`src/rtl/z480_int_alu_pipe.sv`:
```
// Pipelined integer ALU: result computed at issue, carried with its tags through STAGES registers.
// Optional feature: define Z480_INT_ALU_FLAGS_EN to produce {V,C,N,Z} on wb_flags[3:0].
module z480_int_alu_pipe #(
  parameter int XLEN   = 64,
  parameter int STAGES = 2,
  parameter int ROB_W  = 6,
  parameter int PRD_W  = 7
) (
  input  logic             clk,
  input  logic             rst_n,
  input  logic             flush,
  input  logic             in_valid,
  output logic             in_ready,
  input  logic [3:0]       in_op,
  input  logic [XLEN-1:0]  in_a,
  input  logic [XLEN-1:0]  in_b,
  input  logic [ROB_W-1:0] in_rob_idx,
  input  logic             in_prd_valid,
  input  logic [PRD_W-1:0] in_prd,
  output logic             wb_valid,
  input  logic             wb_ready,
  output logic [ROB_W-1:0] wb_rob_idx,
  output logic             wb_prd_valid,
  output logic [PRD_W-1:0] wb_prd,
  output logic [63:0]      wb_value,
  output logic [31:0]      wb_flags
);

  localparam int SHW = $clog2(XLEN);

  typedef enum logic [3:0] {
    OP_ADD   = 4'd0,
    OP_SUB   = 4'd1,
    OP_AND   = 4'd2,
    OP_OR    = 4'd3,
    OP_XOR   = 4'd4,
    OP_SLL   = 4'd5,
    OP_SRL   = 4'd6,
    OP_SRA   = 4'd7,
    OP_SLT   = 4'd8,
    OP_SLTU  = 4'd9,
    OP_PASSB = 4'd10
  } op_e;

  logic adv;
  logic accept;

  // The whole pipe moves as one unit, so the only stall source is the writeback port.
  assign adv      = !wb_valid || wb_ready;
  assign in_ready = adv;
  assign accept   = in_valid && adv && !flush;

  logic [XLEN-1:0] sum;
  logic [XLEN-1:0] diff;
  logic [XLEN-1:0] res;
  logic [SHW-1:0]  shamt;
  logic            illegal;
  logic [63:0]     value_d;
  logic [31:0]     flags_d;

  always_comb begin
    sum     = in_a + in_b;
    diff    = in_a - in_b;
    shamt   = in_b[SHW-1:0];
    res     = '0;
    illegal = 1'b0;
    case (op_e'(in_op))
      OP_ADD:   res = sum;
      OP_SUB:   res = diff;
      OP_AND:   res = in_a & in_b;
      OP_OR:    res = in_a | in_b;
      OP_XOR:   res = in_a ^ in_b;
      OP_SLL:   res = in_a << shamt;
      OP_SRL:   res = in_a >> shamt;
      OP_SRA:   res = $signed(in_a) >>> shamt;
      OP_SLT:   res[0] = $signed(in_a) < $signed(in_b);
      OP_SLTU:  res[0] = in_a < in_b;
      OP_PASSB: res = in_b;
      default:  illegal = 1'b1;
    endcase
    value_d            = '0;
    value_d[XLEN-1:0]  = res;
  end

`ifdef Z480_INT_ALU_FLAGS_EN
  logic flag_z;
  logic flag_n;
  logic flag_c;
  logic flag_v;

  always_comb begin
    flag_z = (res == '0);
    flag_n = res[XLEN-1];
    flag_c = 1'b0;
    flag_v = 1'b0;
    // Carry-out of an add shows up as the wrapped sum being below an operand.
    if (op_e'(in_op) == OP_ADD) begin
      flag_c = (sum < in_a);
      flag_v = (in_a[XLEN-1] == in_b[XLEN-1]) && (sum[XLEN-1] != in_a[XLEN-1]);
    end else if (op_e'(in_op) == OP_SUB) begin
      flag_c = (in_a < in_b);
      flag_v = (in_a[XLEN-1] != in_b[XLEN-1]) && (diff[XLEN-1] != in_a[XLEN-1]);
    end
    flags_d = {illegal, 27'd0, 4'd0};
    if (!illegal) begin
      flags_d[3:0] = {flag_v, flag_c, flag_n, flag_z};
    end
  end
`else
  always_comb begin
    flags_d = {illegal, 31'd0};
  end
`endif

  logic             stg_vld   [STAGES];
  logic [63:0]      stg_val   [STAGES];
  logic [31:0]      stg_flg   [STAGES];
  logic [ROB_W-1:0] stg_rob   [STAGES];
  logic             stg_pv    [STAGES];
  logic [PRD_W-1:0] stg_prd   [STAGES];

  genvar gi;
  generate
    for (gi = 0; gi < STAGES; gi++) begin : g_stage
      logic             vld_d;
      logic [63:0]      val_d;
      logic [31:0]      flg_d;
      logic [ROB_W-1:0] rob_d;
      logic             pv_d;
      logic [PRD_W-1:0] prd_d;

      logic             vld_q;
      logic [63:0]      val_q;
      logic [31:0]      flg_q;
      logic [ROB_W-1:0] rob_q;
      logic             pv_q;
      logic [PRD_W-1:0] prd_q;

      if (gi == 0) begin : g_head
        assign vld_d = accept;
        assign val_d = value_d;
        assign flg_d = flags_d;
        assign rob_d = in_rob_idx;
        assign pv_d  = in_prd_valid;
        assign prd_d = in_prd;
      end else begin : g_tail
        assign vld_d = stg_vld[gi-1];
        assign val_d = stg_val[gi-1];
        assign flg_d = stg_flg[gi-1];
        assign rob_d = stg_rob[gi-1];
        assign pv_d  = stg_pv[gi-1];
        assign prd_d = stg_prd[gi-1];
      end

      // Bubbles move the valid bit only; payload registers change just for real uops.
      always_ff @(posedge clk or negedge rst_n) begin
        if (!rst_n) begin
          vld_q <= 1'b0;
          val_q <= '0;
          flg_q <= '0;
          rob_q <= '0;
          pv_q  <= 1'b0;
          prd_q <= '0;
        end else if (flush) begin
          vld_q <= 1'b0;
        end else if (adv) begin
          vld_q <= vld_d;
          if (vld_d) begin
            val_q <= val_d;
            flg_q <= flg_d;
            rob_q <= rob_d;
            pv_q  <= pv_d;
            prd_q <= prd_d;
          end
        end
      end

      assign stg_vld[gi] = vld_q;
      assign stg_val[gi] = val_q;
      assign stg_flg[gi] = flg_q;
      assign stg_rob[gi] = rob_q;
      assign stg_pv[gi]  = pv_q;
      assign stg_prd[gi] = prd_q;
    end
  endgenerate

  assign wb_valid     = stg_vld[STAGES-1];
  assign wb_value     = stg_val[STAGES-1];
  assign wb_flags     = stg_flg[STAGES-1];
  assign wb_rob_idx   = stg_rob[STAGES-1];
  assign wb_prd_valid = stg_pv[STAGES-1];
  assign wb_prd       = stg_prd[STAGES-1];

endmodule
```
`config.mk`:
```
export PLATFORM = sky130hd
export DESIGN_NAME = z480_int_alu_pipe
export DESIGN_NICKNAME = d
export VERILOG_FILES = /design/src/rtl/z480_int_alu_pipe.sv
export SDC_FILE = /design/constraint.sdc
export NUM_CORES = 1
export LEC_CHECK = 0
export BUFFER_PORTS_ARGS = -buffer_cell sky130_fd_sc_hd__buf_2
export CAP_MARGIN = 40
export CELL_PAD_IN_SITES_DETAIL_PLACEMENT = 2
export CELL_PAD_IN_SITES_GLOBAL_PLACEMENT = 2
export CORE_MARGIN = 3
export CORE_UTILIZATION = 39
export DETAILED_ROUTE_END_ITERATION = 10
export PLACE_DENSITY_LB_ADDON = 0.1
export SLEW_MARGIN = 20
export SYNTH_ARGS = -nofsm -noshare
export SYNTH_HDL_FRONTEND = slang
export SYNTH_SLANG_ARGS = --single-unit
export TNS_END_PERCENT = 1
```
`constraint.sdc`:
```
create_clock -name clk -period 3.5 [get_ports clk]
set_clock_uncertainty 0.2 [all_clocks]
set_input_delay 0.35 -clock clk [delete_from_list [all_inputs] [get_ports clk]]
set_output_delay 0.35 -clock clk [all_outputs]
set_load 0.03 [all_outputs]
```
==> flow_summary.json, run 1 <==
{
  "status": "stopped before the end",
  "stop_stage": "3_5_place_dp",
  "error": "[ERROR DPL-0033] detailed placement checks failed during check placement.",
  "initial_utilization": 0.396,
  "synthAdderAreaFrac": 0.0934,
  "chipWidth_um": 266,
  "boundaryPins": 263,
  "synth-xor-area-share": 0.00899,
  "ys.warnings.count": 0,
  "synthArstFlopShare": 1.00,
  "synth_edf_count": 0,
  "synth_compound_area_frac": 0.298,
  "synth_mux_area_frac": 0.182,
  "synthSimpleGateAreaFrac": 0.184,
  "synth_cell_types": 96,
  "ys_seq_area_frac": 0.152,
  "ys_ff_latch": 160,
  "numPortBuffers": 231,
  "gp_congestion": 1.12,
  "dpl.hpwl_um": 161000,
  "synth_ff_type": "dfrtp_1",
  "die_height_um": 266,
  "syn_inst": 3477,
  "synth_top_family_by_area": "compound AO/OA/AOI/OAI gates",
  "rows": 94,
  "synth.avg_cell_area_um2": 7.56,
  "synth_area_um2": 26300
}
==> through the flow <==
step	hold slack, ps	setup slack (ps)
global placement	214	-836
floorplan	-146	-565
==> cell usage after synthesis, drive strengths merged, types with 16 or more instances <==
master | count | area share
o21ai | 258 | 0.049
o21a | 16 | 0.0046
o211ai | 35 | 0.010
o221ai | 30 | 0.010
a221oi | 49 | 0.018
nand2 | 349 | 0.050
o31ai | 30 | 0.0091
a211oi | 52 | 0.015
nand3 | 49 | 0.0093
nand2b | 20 | 0.0048
ha | 193 | 0.092
a21oi | 336 | 0.064
clkbuf | 168 | 0.024
a21o | 24 | 0.0069
mux4 | 127 | 0.11
inv | 193 | 0.028
o21bai | 44 | 0.013
a31oi | 32 | 0.0076
o22ai | 26 | 0.0062
nand4 | 37 | 0.0088
nor3 | 72 | 0.014
o2111ai | 16 | 0.0053
buf | 136 | 0.029
mux2 | 92 | 0.039
mux2i | 88 | 0.033
nor2b | 21 | 0.0050
a211o | 21 | 0.0070
a22oi | 47 | 0.013
xnor2 | 26 | 0.0087
a221o | 38 | 0.014
nor4 | 39 | 0.0098
dfrtp | 160 | 0.15
nor2 | 448 | 0.064
==> cells by family after synthesis <==
kind of cell,after synthesis
buffers and inverters,499
other,1
muxes,307
DFF,160
xor gates and xnor gates,27
adders and majority gates,195
and+or+nand+nor,1107
AOI/OAI and AO/OA,1181
==> inputs of run 2 (changes only) <==
Settings changed: CELL_PAD_IN_SITES_DETAIL_PLACEMENT 2 to default, CELL_PAD_IN_SITES_GLOBAL_PLACEMENT 2 to default, CORE_UTILIZATION 39 to 40, PLACE_DENSITY_LB_ADDON 0.1 to 0.15.
==> run 2 against run 1 <==
The flow now finishes, with violations (negative setup slack). Synthesized cell count stayed put. Area after synthesis stayed put.
==> flow_summary.json, run 2 <==
{
  "status": "finished with violations",
  "violations": "negative setup slack",
  "min_path_cells": 4,
  "wl_um": 154000,
  "hold_path_startpoint": "wb_ready",
  "layout.nets": 4908,
  "track_usage": 0.429,
  "syn_inst": 3477,
  "synth.avg_cell_area_um2": 7.56,
  "worst_pin_slew_ps": 890,
  "cts_buffers": 17,
  "min_to": "g_stage[0].vld_q",
  "final_cell_mix": "1055 x buf_4, 446 x nor2_1, 343 x nand2_1",
  "fin_tns_setup_ps": -177,
  "via_per_inst": 6.17,
  "die-area_um2": 68900,
  "reg2reg_slack_ps": 560,
  "final_common_cell": "buf_4",
  "synth_cell_types": 96,
  "fin_crit_sh": 1.02,
  "antenna_found_initial": 10,
  "synth_commonest_cells": "447 x nor2_1, 349 x nand2_1, 333 x a21oi_1",
  "grt_pass1_wl_um": 219000,
  "utilization": 0.574,
  "cp.required_ps": 3670,
  "ys.warnings.count": 0,
  "leakage_nw": 17.7,
  "clk_path_buf_depth": 2,
  "areaGrowthSynthToFinish_pct": 41.1,
  "power_w": 0.0110,
  "tritoncts": "yes",
  "fin_cells": 5434,
  "ant_nets": 0,
  "power_density_nw_per_um2": 296,
  "chipWidth_um": 262,
  "vdd_ir_drop_max_mv": 0.304,
  "cap_violations": 0,
  "max_freq_mhz": 281,
  "yosys-top-cells-area": "dfrtp_1 15%, mux4_2 11%, ha_1 9.2%",
  "synth_ff_type": "dfrtp_1",
  "final-setup-viol-count": 6,
  "cts.clk_slew.worst_paths_ps": 80,
  "drt-pass1-iter-count": 7,
  "grt_pass1_vias": 31700,
  "yosysMostFrequentCell": "nor2_1",
  "drt_first_iter_violations": 3959,
  "layout-drive-gt1-share": 0.368,
  "numPortBuffers": 231,
  "final_max_slew_viol_count": 0,
  "boundaryPins": 263,
  "reg2regPathDepth": 11,
  "core_area_um2": 64700,
  "cp-start-kind": "input port",
  "critical-path-slowest-cell": "or4b_4",
  "synth_area_um2": 26300,
  "grt_max_degree": 138,
  "cp-end-kind": "flop",
  "clkLatencyLatePin_ps": 480,
  "finalHoldViolCount": 0,
  "r2r-start": "wb_valid",
  "dpl.hpwl_um": 127000,
  "crit_chain": "buf_2, inv_1, ha_2, fa_2, o21ba_1, o311a_1, a21oi_2, buf_6, a221oi_4, o31ai_4, a311oi_4, or4b_4, a211oi_4, nor4_1, o41ai_2, nand3_1",
  "synth_edf_count": 0,
  "ys_ff_latch": 160,
  "cts_root_buffer": "clkbuf_16",
  "setup_slack_ps": -63.3,
  "synth_top_cell_by_area": "dfrtp_1",
  "path_max_fanout": 4,
  "min_period_ps": 3560,
  "synth_top_area_frac": 0.152,
  "max_slew_margin": 0.404,
  "critPathKind": "in -> reg",
  "wl_per_cell_um": 28.3,
  "max_stage_delay_ps": 590,
  "crit_arrival_ps": 3740,
  "drc": 0,
  "die_height_um": 262,
  "rows": 93,
  "crit_start": "in_a[0]",
  "vias": 33500,
  "cts-htree-levels": 4,
  "grt_setup_unrepaired": "true",
  "numClockSinks": 160,
  "r2r-end": "g_stage[0].val_q[48]",
  "initial_utilization": 0.406,
  "place_inst": 5376,
  "gr-total-overflow": 0,
  "ys_seq_area_frac": 0.152,
  "gp_congestion": 1.09,
  "hold_class": "in -> reg",
  "synthArstFlopShare": 1.00
}
## run 2: final cells by class
class / instances / area (um2)
repair buffers: 1340 / 10000
diodes: 4 / 10.0
well taps: 855 / 1070
clock inverters: 15 / 164
multi-input cells: 2848 / 20600
flip-flops and latches: 160 / 4000
fillers: 6373 / 27600
clock buffers: 17 / 425
inverters: 195 / 754
## run 2: worst max-delay path: cells and delay by family
family / cells / cell delay, ps
AND/OR/NAND/NOR: 3 / 790
adder cells (fa/ha/maj): 2 / 560
AO/OA/AOI/OAI: 8 / 1730
buffers and inverters: 3 / 300
## run 2: worst max path at each step
stage / endpoint / slack (ps) / depth (start not counted)
floorplan: g_stage[0].val_q[58] / -570 / 18
global placement: g_stage[0].val_q[61] / -970 / 16
detailed placement: g_stage[0].val_q[61] / -940 / 16
CTS: g_stage[0].val_q[58] / -90 / 12
global route: g_stage[0].val_q[58] / -170 / 16
finish: g_stage[0].val_q[58] / -60 / 16
## run 2: through the flow
stage / setup WS [ps] / hold slack (ps) / instance area (um2)
floorplan: -565 / -146 / 26600
global placement: -971 / 197 / 35900
detailed placement: -943 / 196 / 35900
CTS: -90.6 / 29.8 / 36800
global route: -168 / 70.1 / 37100
finish: -63.3 / 54.4 / 37100
## run 2: metal layers
metal / vias to the layer above / track usage / wire (um)
met5: - / 0 / 90
met3: 436 / 0.104 / 15600
li1: 15100 / - / -
met4: 14 / 0.287 / 12900
met2: 2022 / 0.649 / 64900
met1: 16000 / 0.542 / 60100
## run 2: cell families after synthesis
| group | after synthesis | synth area share |
|---|---|---|
| muxes | 307 | 0.182 |
| other | 1 | 0.000143 |
| adders and majority gates | 195 | 0.0934 |
| and+or+nand+nor | 1107 | 0.184 |
| buffers and inverters | 499 | 0.0810 |
| DFF | 160 | 0.152 |
| AOI/OAI and AO/OA | 1181 | 0.298 |
| xor gates and xnor gates | 27 | 0.00899 |
## run 2: where the power goes
part	switching (W)	internal (W)	total, W	leakage [nW]
clock network	0.000999	0.000954	0.00195	0.286
registers	0.000176	0.00217	0.00235	2.10
logic	0.00389	0.00279	0.00668	15.3
## run 2: what timing repair did
item	4_1_cts	5_1_grt
setup buffers	2	0
hold buffers	18	0
pin swaps	9	8
endpoints found under the hold margin	86	0
gates cloned	0	1
resized for setup	22	51
endpoints found under the setup margin	30	49
Note: power is estimated with default switching activity, not from simulation.
